==> config.mk <==
export PLATFORM = sky130hd
export DESIGN_NAME = neopixel_frame_sequencer
export DESIGN_NICKNAME = d
export VERILOG_FILES = /design/src/rtl/neopixel_frame_sequencer.sv
export SDC_FILE = /design/constraint.sdc
export NUM_CORES = 1
export LEC_CHECK = 0
export ABC_AREA = 1
export ABC_CLOCK_PERIOD_IN_PS = 2300
export BUFFER_PORTS_ARGS = -buffer_cell sky130_fd_sc_hd__buf_4
export CORE_MARGIN = 1.5
export CORE_UTILIZATION = 53
export CTS_CLUSTER_DIAMETER = 50
export DETAILED_ROUTE_END_ITERATION = 12
export GPL_TIMING_DRIVEN = 0
export PLACE_DENSITY_LB_ADDON = 0.3
export SLEW_MARGIN = 20
export SYNTH_ARGS = -nofsm -noshare
export SYNTH_HDL_FRONTEND = slang
export SYNTH_SLANG_ARGS = --single-unit
==> constraint.sdc <==
create_clock -name clk_10mhz_i -period 2.3 [get_ports clk_10mhz_i]
set_clock_uncertainty 0.2 [all_clocks]
set_input_delay 0.23 -clock clk_10mhz_i [delete_from_list [all_inputs] [get_ports clk_10mhz_i]]
set_output_delay 0.23 -clock clk_10mhz_i [all_outputs]
set_load 0.01 [all_outputs]
==> src/rtl/neopixel_frame_sequencer.sv <==
// Frame sequencer for the NeoPixel strip: streams buffered pixel words to the serializer, then times the latch interval.
// Optional feature macro NEOPIXEL_DOUBLE_BUFFER_EN: host writes a back bank that is copied to the front bank at frame start.
module neopixel_frame_sequencer #(
  parameter int PIXELS_MAX  = 3,
  parameter int PIXELS_BITS = 2,
  parameter int RESET_TICKS = 500,
  parameter int RESET_BITS  = 9
) (
  input  logic                   clk_10mhz_i,
  input  logic                   reset_n_i,
  input  logic                   bus_we_i,
  input  logic [PIXELS_BITS-1:0] bus_addr_i,
  input  logic [23:0]            bus_wdata_i,
  input  logic [PIXELS_BITS:0]   cfg_pixels_i,
  input  logic                   start_i,
  input  logic                   continuous_i,
  output logic [23:0]            pixel_data_o,
  output logic                   pixel_valid_o,
  input  logic                   pixel_ready_i,
  input  logic                   ser_busy_i,
  output logic                   busy_o,
  output logic                   in_reset_o,
  output logic                   frame_done_o
);

  // state        | meaning
  // S_IDLE       | no frame in progress, waiting for START or CONTINUOUS
  // S_SEND       | presenting pixel words to the serializer
  // S_DRAIN      | last word accepted, waiting for the serializer to finish shifting
  // S_RESET_WAIT | strip latch interval, data line held low
  typedef enum logic [1:0] {S_IDLE, S_SEND, S_DRAIN, S_RESET_WAIT} state_e;

  localparam int                    SLOTS         = 2 ** PIXELS_BITS;
  localparam logic [PIXELS_BITS:0]  MAX_CNT       = (PIXELS_BITS + 1)'(PIXELS_MAX);
  localparam logic [RESET_BITS-1:0] TC_LAST       = RESET_BITS'(RESET_TICKS - 1);
  localparam logic [RESET_BITS-1:0] TC_PRE        = RESET_BITS'(RESET_TICKS - 2);
  localparam logic                  DONE_ON_ENTRY = (RESET_TICKS == 1);

  state_e                  state_q;
  logic [PIXELS_BITS:0]    count_q;
  logic [PIXELS_BITS-1:0]  idx_q;
  logic [RESET_BITS-1:0]   tick_q;
  logic [23:0]             data_q;
  logic                    valid_q;
  logic                    busy_q;
  logic                    in_reset_q;
  logic                    done_q;

  logic [23:0]             back_q [SLOTS];

  logic                    wr_ok;
  logic                    launch;
  logic                    last_tick;
  logic                    more_px;
  logic [PIXELS_BITS:0]    cfg_clip;
  logic [PIXELS_BITS-1:0]  idx_nxt;
  logic [23:0]             first_word;
  logic [23:0]             next_word;

  assign wr_ok     = bus_we_i && ({1'b0, bus_addr_i} < MAX_CNT);
  assign last_tick = (state_q == S_RESET_WAIT) && (tick_q == TC_LAST);
  assign launch    = ((state_q == S_IDLE) || last_tick) && (start_i || continuous_i);
  assign cfg_clip  = (cfg_pixels_i > MAX_CNT) ? MAX_CNT : cfg_pixels_i;
  assign idx_nxt   = idx_q + PIXELS_BITS'(1);
  assign more_px   = ({1'b0, idx_q} + (PIXELS_BITS + 1)'(1)) < count_q;

  // Pixel store has no reset; contents are undefined until the host writes them.
  always_ff @(posedge clk_10mhz_i) begin
    if (wr_ok) begin
      back_q[bus_addr_i] <= bus_wdata_i;
    end
  end

`ifdef NEOPIXEL_DOUBLE_BUFFER_EN
  logic [23:0] front_q [SLOTS];
  logic        dirty_q;
  logic        swap;

  assign swap = launch && dirty_q;

  always_ff @(posedge clk_10mhz_i) begin
    if (swap) begin
      front_q <= back_q;
    end
  end

  // A write landing on the swap edge is not in the copy, so it keeps the bank dirty.
  always_ff @(posedge clk_10mhz_i or negedge reset_n_i) begin
    if (!reset_n_i) begin
      dirty_q <= 1'b0;
    end else begin
      dirty_q <= wr_ok || (dirty_q && !swap);
    end
  end

  assign first_word = dirty_q ? back_q[0] : front_q[0];
  assign next_word  = front_q[idx_nxt];
`else
  assign first_word = back_q[0];
  assign next_word  = back_q[idx_nxt];
`endif

  always_ff @(posedge clk_10mhz_i or negedge reset_n_i) begin
    if (!reset_n_i) begin
      state_q    <= S_IDLE;
      count_q    <= '0;
      idx_q      <= '0;
      tick_q     <= '0;
      data_q     <= '0;
      valid_q    <= 1'b0;
      busy_q     <= 1'b0;
      in_reset_q <= 1'b0;
      done_q     <= 1'b0;
    end else begin
      done_q <= 1'b0;
      if (launch) begin
        // Shared by the idle start and the restart from the final latch cycle.
        count_q <= cfg_clip;
        idx_q   <= '0;
        tick_q  <= '0;
        busy_q  <= 1'b1;
        if (cfg_clip == '0) begin
          state_q    <= S_RESET_WAIT;
          in_reset_q <= 1'b1;
          valid_q    <= 1'b0;
          done_q     <= DONE_ON_ENTRY;
        end else begin
          state_q    <= S_SEND;
          in_reset_q <= 1'b0;
          data_q     <= first_word;
          valid_q    <= 1'b1;
        end
      end else begin
        case (state_q)
          S_IDLE: begin
            busy_q <= 1'b0;
          end
          S_SEND: begin
            if (pixel_ready_i) begin
              if (more_px) begin
                idx_q  <= idx_nxt;
                data_q <= next_word;
              end else begin
                valid_q <= 1'b0;
                state_q <= S_DRAIN;
              end
            end
          end
          S_DRAIN: begin
            if (!ser_busy_i) begin
              state_q    <= S_RESET_WAIT;
              tick_q     <= '0;
              in_reset_q <= 1'b1;
              done_q     <= DONE_ON_ENTRY;
            end
          end
          S_RESET_WAIT: begin
            if (last_tick) begin
              state_q    <= S_IDLE;
              tick_q     <= '0;
              in_reset_q <= 1'b0;
              busy_q     <= 1'b0;
            end else begin
              tick_q <= tick_q + RESET_BITS'(1);
              done_q <= (tick_q == TC_PRE);
            end
          end
          default: begin
            state_q <= S_IDLE;
          end
        endcase
      end
    end
  end

  assign pixel_data_o  = data_q;
  assign pixel_valid_o = valid_q;
  assign busy_o        = busy_q;
  assign in_reset_o    = in_reset_q;
  assign frame_done_o  = done_q;

endmodule

==> out/metrics.cfg <==
[power]
finalPower_uw = 10600
leakage_uw = 0.00357
p_per_area_nw_per_um2 = 1300
peakVddDrop_mv = 0.689

[floorplan]
dieArea_sq_um = 12700
initial_core_util_pct = 55.2
die_y_um = 113
fp.dieW_um = 113
pin_count = 64
placementRows = 39
core_area_sq_um = 11600

[layout]
final_area_sq_um = 8210
fin_nets = 789
drive_gt1_share_pct = 25.6
fin_cells = 897
layout.cells.most_common = nand2_1
layout_common_cells = nand2_1, edfxtp_1, buf_4, o21ai_0, inv_1
area_delta_synth_final_pct = 28.7
antennaDiodeCount = 0

[detailed_routing]
vias = 4701
first_iter_violations = 590
drtPass1Iterations = 5
drc = 0
ant_nets = 0
finalWirelength_mm = 13.9
routed_via_density = 5.24
wire_per_inst_um = 15.5

[clock_network]
clkSinkCount = 140
clkTransAtPathRegs_ns = 0.06
cts_buffer_depth = 2
clock-root-buffer = clkbuf_16
cts_made_buffers = 17
insertion_delay_ns = 0.43
cts_tree = done
htree_levels = 4

[place]
dp_cells = 826
placed_area_sq_um = 7200
pre_cts_ws_ns = -0.196
numPortBuffers = 63
dp_hpwl_mm = 9.20
place.gp.congestion = 0.816

[global_routing]
grt_max_degree = 45
grt_pass1_vias = 4623
antenna_found_initial = 0
gr-total-overflow = 0
grt_use_total_pct = 23.7
grt_pass1_wl_mm = 22.7

[sta]
hold_viol = 0
fmax_mhz = 449
min_period_over_period_pct = 96.7
finalCriticalPeriod_ns = 2.23
setup_slack_ns = 0.0748
setup_viol = 0
relSlewSlack_pct = 50.3
report.final.slew_viol_count = 0
worst_pin_slew_ns = 0.744

[critical_path]
end_kind = register
cp-start-kind = register
path_buf_inv = 3
path_delay_family = adder cells
critPathArrivalTime_ns = 2.37
cp_slowest_cell = dfrtp_1
path_cells = ha_4 > ha_1 > nand3_1 > nand4_1 > inv_1 > o21ai_2 > buf_6 > buf_6 > nand2_1 > o21ai_2
worst-setup-path-type = register to register
required_ns = 2.45
critPathMaxFanout = 10
slowest_delay_ns = 0.44

[min_path]
hp-class = input port to register

[synthesis]
avgSynthCellArea_sq_um = 10.8
ys_seq_area_share_pct = 62.4
syn_inst = 593
ys_ff_latch = 140
yosysUniqueCellTypes = 34
yosysWarningCount = 0
syn_area_sq_um = 6380

[job]
cap_violations = 0

[run_status]
outcome = completed

## worst paths after layout
path / startpoint / end / slack (ns) / cells after the start
max: idx_q[0] / pixel_data_o[20] / 0.07 / 10
min: ser_busy_i / in_reset_o / 0.06 / 6
max reg2reg: idx_q[0] / pixel_data_o[20] / 0.07 / 10
min reg2reg: pixel_data_o[21] / pixel_data_o[21] / 0.29 / 2
max in group asynchronous: reset_n_i / pixel_data_o[3] / 1.38 / 2
min in group asynchronous: reset_n_i / tick_q[2] / 0.14 / 2
## synthesized netlist by cell type (all sizes together)
master / n / share of area [%]
o21ai: 133 / 13
nand2: 102 / 6.4
edfxtp: 96 / 45
inv: 75 / 4.5
dfrtp: 44 / 17
nor2: 36 / 2.2
a21oi: 26 / 2.0
buf: 20 / 2.6
nand3: 13 / 1.4
nand4: 13 / 1.3
clkbuf: 10 / 0.59
ha: 10 / 2.0
nor3: 4 / 0.31
or2: 3 / 0.29
a31oi: 1 / 0.098
clkinv: 1 / 0.059
conb: 1 / 0.059
nand3b: 1 / 0.31
o21bai: 1 / 0.12
o31ai: 1 / 0.12
xnor2: 1 / 0.14
xor2: 1 / 0.14
## state kept, by name, summed over array words and instances (netlist names)
signal         flops
back_q            96
busy_o             1
count_q            3
frame_done_o       1
idx_q              2
in_reset_o         1
pixel_data_o      24
pixel_valid_o      1
state_q            2
tick_q             9
## where the power goes
group	leakage, uW	internal [uW]	switching [uW]
sequential	0.00146	3120	222
clock	0.000291	1780	965
combinational	0.00182	1810	2740
total	0.00357	6710	3930
## kinds of logic after synthesis
kind of cell | share of synthesized area (%)
buf+inv | 7.67
xor+xnor | 0.275
simple gates | 12.2
flops | 62.4
fa+ha+maj | 1.96
compound gates | 15.4
other cells | 0.0588
## tightest hold or removal path: cells and delay by family
family / cells / cell delay, ns
simple gates: 4 / 0.26
buf+inv: 2 / 0.15
## per-layer routing
metal	wire [um]	global-route usage, %
met1	5720	28.9
met2	7200	40.4
met3	844	6.80
met4	182	8.78
met5	0	0
## what timing repair did
action,in CTS,in global routing
hold endpoints to repair,161,0
resized for setup,2,11
pin swaps,0,2
setup endpoints to repair,24,32
hold buffers,32,0
setup buffers,1,9
## stage by stage
| stage | hold WS [ns] | util, % | setup TNS (ns) |
|---|---|---|---|
| floorplan | -0.266 | - | 0 |
| global placement | 0.0606 | 61.6 | -31.76 |
| detailed placement | 0.0604 | 62.3 | -2.63 |
| CTS | 0.0436 | 70.2 | 0 |
| global route | 0.0926 | 71.0 | -0.0340 |
| finish | 0.0564 | 71.0 | 0 |
## cell type report
class	instances	area, sq um
buffer	29	215
clock buffer	20	437
clock inverter	10	149
fill	824	3350
inverter	76	288
multi-input combinational	370	2040
sequential	140	3980
tap	143	179
timing repair buffer	109	921
Power figures use the tool's default switching activity.
